--- src/rtl/fft_pkg.sv ---
// Shared types and helpers for the radix-2 DIT FFT address sequencer and its index unit.
package fft_pkg;

    typedef enum logic [1:0] {
        IDLE,
        READ,
        WAIT_RES,
        WRITE
    } state_t;

    localparam logic [1:0] SLOT_A_RE = 2'd0;
    localparam logic [1:0] SLOT_A_IM = 2'd1;
    localparam logic [1:0] SLOT_B_RE = 2'd2;
    localparam logic [1:0] SLOT_B_IM = 2'd3;

    // Real/imag words are interleaved, so the RAM needs one address bit more than the sample index.
    function automatic int fft_addr_w(input int log2_n);
        return log2_n + 1;
    endfunction

endpackage

--- src/rtl/fft_bfly_index.sv ---
// Maps (stage, butterfly) to the two operand sample indices and the twiddle ROM index.
module fft_bfly_index #(
    parameter int LOG2_N = 9
) (
    input  logic [$clog2(LOG2_N)-1:0] s,
    input  logic [LOG2_N-2:0]         k,
    output logic [LOG2_N-1:0]         a,
    output logic [LOG2_N-1:0]         b,
    output logic [LOG2_N-2:0]         twiddle_idx
);
    localparam int SW = $clog2(LOG2_N);
    localparam logic [SW-1:0] S_LAST = SW'(LOG2_N - 1);

    logic [LOG2_N-1:0] kx;
    logic [LOG2_N-1:0] half;
    logic [LOG2_N-1:0] pos;
    logic [LOG2_N-1:0] grp;
    logic [SW-1:0]     shamt;

    always_comb begin
        kx    = {1'b0, k};
        half  = {{(LOG2_N-1){1'b0}}, 1'b1} << s;
        pos   = kx & (half - 1'b1);
        grp   = kx >> s;
        a     = ((grp << s) << 1) + pos;
        b     = a + half;
        // pos < 2^s, so it always fits in the twiddle width before the shift.
        shamt = S_LAST - s;
        twiddle_idx = pos[LOG2_N-2:0] << shamt;
    end

endmodule

--- src/rtl/fft_addr_sequencer.sv ---
// Walks every stage/butterfly of an in-place radix-2 DIT FFT and emits operand read
// (and optional write-back) RAM addresses under valid/ready backpressure.
module fft_addr_sequencer
    import fft_pkg::*;
#(
    parameter int LOG2_N    = 9,
    parameter bit WRITEBACK = 1,
    parameter int ADDR_W    = fft_addr_w(LOG2_N)
) (
    input  logic                      clk,
    input  logic                      nrst,
    input  logic                      start,
    input  logic                      abort,
    input  logic                      addr_ready,
    input  logic                      result_valid,
    output logic [ADDR_W-1:0]         addr,
    output logic                      addr_valid,
    output logic                      addr_is_b,
    output logic                      addr_is_imag,
    output logic                      addr_is_write,
    output logic [LOG2_N-2:0]         twiddle_idx,
    output logic [$clog2(LOG2_N)-1:0] stage,
    output logic                      busy,
    output logic                      done
);
    localparam int SW = $clog2(LOG2_N);
    localparam int KW = LOG2_N - 1;
    localparam logic [SW-1:0] S_LAST = SW'(LOG2_N - 1);
    localparam logic [KW-1:0] K_LAST = '1;

    state_t            state, n_state;
    logic [SW-1:0]     s, n_s;
    logic [KW-1:0]     k, n_k;
    logic [1:0]        slot, n_slot;
    logic              n_valid, n_write, n_busy, n_done;
    logic              hs;
    logic [LOG2_N-1:0] idx_a, idx_b;
    logic [KW-1:0]     tw;

    assign hs    = addr_valid && addr_ready;
    assign stage = s;

    // Index unit looks at the next counters so the address registers line up with them.
    fft_bfly_index #(.LOG2_N(LOG2_N)) u_index (
        .s           (n_s),
        .k           (n_k),
        .a           (idx_a),
        .b           (idx_b),
        .twiddle_idx (tw)
    );

    always_comb begin
        n_state = state;
        n_s     = s;
        n_k     = k;
        n_slot  = slot;
        n_valid = addr_valid;
        n_write = addr_is_write;
        n_busy  = busy;
        n_done  = 1'b0;
        if (abort) begin
            n_state = IDLE;
            n_s     = '0;
            n_k     = '0;
            n_slot  = SLOT_A_RE;
            n_valid = 1'b0;
            n_write = 1'b0;
            n_busy  = 1'b0;
        end else begin
            unique case (state)
                IDLE: if (start) begin
                    n_state = READ;
                    n_s     = '0;
                    n_k     = '0;
                    n_slot  = SLOT_A_RE;
                    n_valid = 1'b1;
                    n_write = 1'b0;
                    n_busy  = 1'b1;
                end
                READ, WRITE: if (hs) begin
                    if (slot != SLOT_B_IM) begin
                        n_slot = slot + 2'd1;
                    end else if (state == READ && WRITEBACK) begin
                        n_state = WAIT_RES;
                        n_slot  = SLOT_A_RE;
                        n_valid = 1'b0;
                    end else begin
                        n_state = READ;
                        n_slot  = SLOT_A_RE;
                        n_write = 1'b0;
                        if (k != K_LAST) begin
                            n_k = k + KW'(1);
                        end else if (s != S_LAST) begin
                            n_k = '0;
                            n_s = s + SW'(1);
                        end else begin
                            n_state = IDLE;
                            n_k     = '0;
                            n_s     = '0;
                            n_valid = 1'b0;
                            n_busy  = 1'b0;
                            n_done  = 1'b1;
                        end
                    end
                end
                WAIT_RES: if (result_valid) begin
                    n_state = WRITE;
                    n_slot  = SLOT_A_RE;
                    n_valid = 1'b1;
                    n_write = 1'b1;
                end
                default: ;
            endcase
        end
    end

    always_ff @(posedge clk or negedge nrst) begin
        if (!nrst) begin
            state         <= IDLE;
            s             <= '0;
            k             <= '0;
            slot          <= SLOT_A_RE;
            addr          <= '0;
            addr_valid    <= 1'b0;
            addr_is_b     <= 1'b0;
            addr_is_imag  <= 1'b0;
            addr_is_write <= 1'b0;
            twiddle_idx   <= '0;
            busy          <= 1'b0;
            done          <= 1'b0;
        end else begin
            state         <= n_state;
            s             <= n_s;
            k             <= n_k;
            slot          <= n_slot;
            addr          <= ADDR_W'({n_slot[1] ? idx_b : idx_a, n_slot[0]});
            addr_valid    <= n_valid;
            addr_is_b     <= n_slot[1];
            addr_is_imag  <= n_slot[0];
            addr_is_write <= n_write;
            twiddle_idx   <= tw;
            busy          <= n_busy;
            done          <= n_done;
        end
    end

endmodule
--- config.mk ---
export PLATFORM = sky130hd
export DESIGN_NAME = fft_addr_sequencer
export DESIGN_NICKNAME = d
export VERILOG_FILES = /design/src/rtl/fft_pkg.sv /design/src/rtl/fft_bfly_index.sv /design/src/rtl/fft_addr_sequencer.sv
export SDC_FILE = /design/constraint.sdc
export NUM_CORES = 1
export LEC_CHECK = 0
export CORE_UTILIZATION = 54
export CTS_BUF_LIST = sky130_fd_sc_hd__clkbuf_16
export DETAILED_ROUTE_END_ITERATION = 7
export PLACE_DENSITY_LB_ADDON = 0.08
export SLEW_MARGIN = 10
export SYNTH_ARGS = -nofsm -noshare
export SYNTH_HDL_FRONTEND = slang
export SYNTH_SLANG_ARGS = --single-unit
--- constraint.sdc ---
create_clock -name clk -period 5.8 [get_ports clk]
set_input_delay 1.45 -clock clk [delete_from_list [all_inputs] [get_ports clk]]
set_output_delay 1.45 -clock clk [all_outputs]
set_load 0.05 [all_outputs]
==> impl_metrics.csv <==
group,metric,value,unit
routing,wl_met2,6580,µm
floorplan,chipWidth,86.1,µm
sta,min_period,5.87,ns
synth,synth_top_area_cell,"dfrtp_1",
floorplan,rows,30,
placed_design,io_buffers,33,
sta,rsz0062_at_grt,"true",
routing,wirelength_met1,6010,µm
worst_setup_path,path_common_cell,"buf_4",
placed_design,placed_cell_area,0.00518,mm²
layout,fill_cells,409,
synth,postSynthAreaPerCell,8.27,µm²
synth,ys_warn_count,0,
worst_setup_path,path_class,"input pin to flop",
grt,grt_overflow,0,
synth,yosys-top-cells-area,"dfrtp_1 (24%), ha_1 (9.2%), nand2_1 (4.2%)",
worst_setup_path,startpoint_type,"input pin",
sta,clock.fmax,0.170,GHz
worst_setup_path,crit_path_end_kind,"flop",
sta,slew_viol_final,0,
worst_setup_path,cpPeakStageDelay,0.45,ns
sta,setup_ws,-0.0686,ns
synth,ys_seq_area_frac,0.242,
floorplan,start_util,0.559,
placed_design,gp_congestion,1.05,
grt,grt_pass1_wl,21100,µm
pwr,p_switching,0.373,mW
worst_hold_path,hold_class,"flop to flop",
worst_setup_path,slowest_stage,"ha_1",
clock_network,insertion_delay,0.29,ns
flow_run,maxCapViolCount,0,
placed_design,hpwl,9830,µm
grt,track_usage,0.369,
sta,slew_headroom,0.431,
floorplan,ios,34,
pwr,p_int,0.598,mW
sta,setup_viol,3,
outcome,status,"finished, violations left",
pwr,clkPwrFrac,0.285,
worst_setup_path,rrSetupSlack,0.26,ns
pwr,totalPowerFinal,0.971,mW
synth,netlist.area_leader.share,0.242,
worst_setup_path,crit_start,"addr_ready",
sta,hold_viol_final,0,
synth,synth_flop_cell,"dfrtp_1",
clock_network,cts_root_buf,"clkbuf_16",
clock_network,clockBufferDepth,2,
routing,drt-total-wl,14200,µm
synth,synth_edf_count,0,
sta,fin_hold_ws,0.527,ns
layout,syn_to_final_growth,49.5,%
worst_setup_path,crit_end,"addr[6]",
worst_setup_path,path_cells,"buf_2 -> and4b_2 -> a31oi_4 -> o21ai_1 -> a21o_2 -> clkinv_2 -> ha_1 -> o22ai_1 -> a211oi_1 -> nor3b_1 -> ha_1 -> buf_4 -> xnor2_4 -> ha_1 -> buf_4 -> buf_4 -> nand3_1 -> a211o_1 -> buf_4 -> nand3_1 -> a21oi_1 -> xor2_1 -> o21ai_0",
layout,nets,654,
synth,synth_most_common_cell,"nand2_1",
floorplan,core,0.00683,mm²
worst_setup_path,crit_required,5.97,ns
pwr,p_seq_frac,0.300,
routing,wl_met3,1240,µm
synth,post_synth_inst_count,462,
floorplan,fp.dieH,86.1,µm
worst_setup_path,worstPathMaxFanout,7,
routing,drt_pass1_iterations,6,
layout,antenna_cells,0,
synth,synth-seq-cells,37,
worst_setup_path,rr_startpoint,"state[0]",
sta,skew,0.00845,ns
synth,ys_top_cells_by_count,"nand2_1 (43), nor2_1 (41), dfrtp_1 (37)",
pwr,powerDensity,170,mW/mm²
synth,synthesis.nets,498,
clock_network,cts_buffers,5,
routing,routed.top_layer,"met4",
worst_setup_path,critPathBufInv,6,
routing,vias,4474,
routing,wl_per_cell,19.9,µm
routing,viasPerCell,6.26,
routing,drc_errors,0,
floorplan,dieArea,0.00742,mm²
worst_setup_path,reg2regPathDepth,24,
pwr,leakagePower,2.62,nW
worst_setup_path,regToRegEndpoint,"addr[6]",
worst_setup_path,critPathTopFamily,"compound AO/OA/AOI/OAI gates",
pwr,peakVddDrop,0.153,mV
layout,drive_above_1_share,0.396,
synth,yosys.cell_types.count,89,
routing,antenna_left,0,
pwr,sw_frac_of_total,0.384,
sta,tightest_slew,0.853,ns
synth,syn_area,0.00382,mm²
placed_design,place_ws,-0.970,ns
outcome,violations,"negative setup slack",
pwr,pwr-share-comb,0.414,
routing,dr.first_iter.drc_count,531,
worst_setup_path,cp.depth,23,
grt,grt_pass1_vias,4052,
synth,synth-async-reset-ratio,1.00,
layout,stdcell_area,0.00571,mm²
clock_network,clk_pin_slew,0.06,ns
grt,antenna_found_initial,0,
clock_network,cts-htree-levels,2,
grt,grt_start_max_net_pins,38,
clock_network,cts_tree,"built",
layout,finish.utilization,0.836,
worst_setup_path,crit_arrival,6.04,ns
clock_network,clock-sinks,37,
sta,fin_crit_sh,1.01,
power groups by stage:
stage | clock (mW) | combinational, mW | sequential, mW
CTS | 0.274 | 0.388 | 0.291
floorplan | 0 | 0.210 | 0.318
global placement | 0 | 0.369 | 0.294
finish | 0.277 | 0.402 | 0.291
detailed placement | 0 | 0.372 | 0.296
global route | 0.286 | 0.429 | 0.293
flip-flops by register name, summed over array words and instances (netlist names), 2 cells and up:
| signal | flops |
|---|---|
| state | 2 |
| addr | 9 |
| stage | 4 |
| twiddle_idx | 8 |
| k | 8 |
layout make-up:
| type | instances | area (µm²) | area share |
|---|---|---|---|
| Clock buffer | 5 | 125 | 0.0219 |
| Clock inverter | 3 | 17.5 | 0.00307 |
| Inverter | 28 | 113 | 0.0197 |
| Multi-Input combinational cell | 370 | 2980 | 0.522 |
| Sequential cell | 37 | 926 | 0.162 |
| Tap cell | 96 | 120 | 0.0210 |
| Timing Repair Buffer | 176 | 1430 | 0.250 |
cells in the final DEF (no fill, tap or decap), types with 5 or more instances in the layout:
cell | netlist | final
dfrtp_1 | 37 | 37
ha_1 | 28 | 22
nor2b_1 | 6 | 5
inv_1 | 25 | 23
a21oi_1 | 31 | 21
o32ai_1 | 6 | 5
clkbuf_16 | 0 | 5
nor2_1 | 41 | 38
a21oi_2 | 3 | 11
nor3_1 | 13 | 10
nand2_1 | 43 | 39
xnor2_1 | 11 | 7
o21bai_1 | 5 | 5
a21o_1 | 8 | 8
a31oi_4 | 3 | 5
nand4_1 | 8 | 8
nand3_1 | 13 | 13
o21ai_0 | 14 | 8
and3_1 | 6 | 5
clkdlybuf4s50_1 | 0 | 30
buf_4 | 3 | 137
a31oi_1 | 11 | 9
and2_1 | 11 | 8
a211oi_1 | 6 | 6
how the worst min path moves through the flow:
stage,depth (start not counted),endpoint,start
floorplan,1,k[3],k[3]
global placement,2,addr_is_write,addr_is_write
detailed placement,2,addr_is_write,addr_is_write
CTS,2,addr_is_write,addr_is_write
global route,2,addr_is_write,addr_is_write
finish,2,addr_is_write,addr_is_write
per-layer routing:
metal | global-route usage | up-vias
li1 | - | 2016
met1 | 0.512 | 2136
met2 | 0.582 | 284
met3 | 0.0606 | 38
met4 | 0.124 | 0
met5 | 0 | -
metrics by stage:
stage	cells	setup TNS, ns
floorplan	462	-0.241
global placement	685	-2.43
detailed placement	685	-2.89
CTS	707	0
global route	715	-0.632
finish	715	-0.132
cells by family after synthesis:
kind of cell / share of synthesized area
flops: 0.242
fa+ha+maj: 0.105
mux: 0.0282
xor+xnor: 0.0367
simple gates: 0.238
other cells: 0.000981
buf+inv: 0.0671
compound gates: 0.282
tightest hold or removal path, cell delays in order (launching register included):
cell	delay (ns)
dfrtp_1	0.35
mux2i_1	0.07
nor2_1	0.07
repair_timing:
| action | in CTS | in global routing |
|---|---|---|
| endpoints found under the hold margin | 0 | 0 |
| setup buffers | 14 | 8 |
| hold buffers | 0 | 0 |
| resized for setup | 36 | 28 |
| endpoints found under the setup margin | 4 | 4 |
| pin swaps | 26 | 16 |
Note: power is estimated with default switching activity, not from simulation.
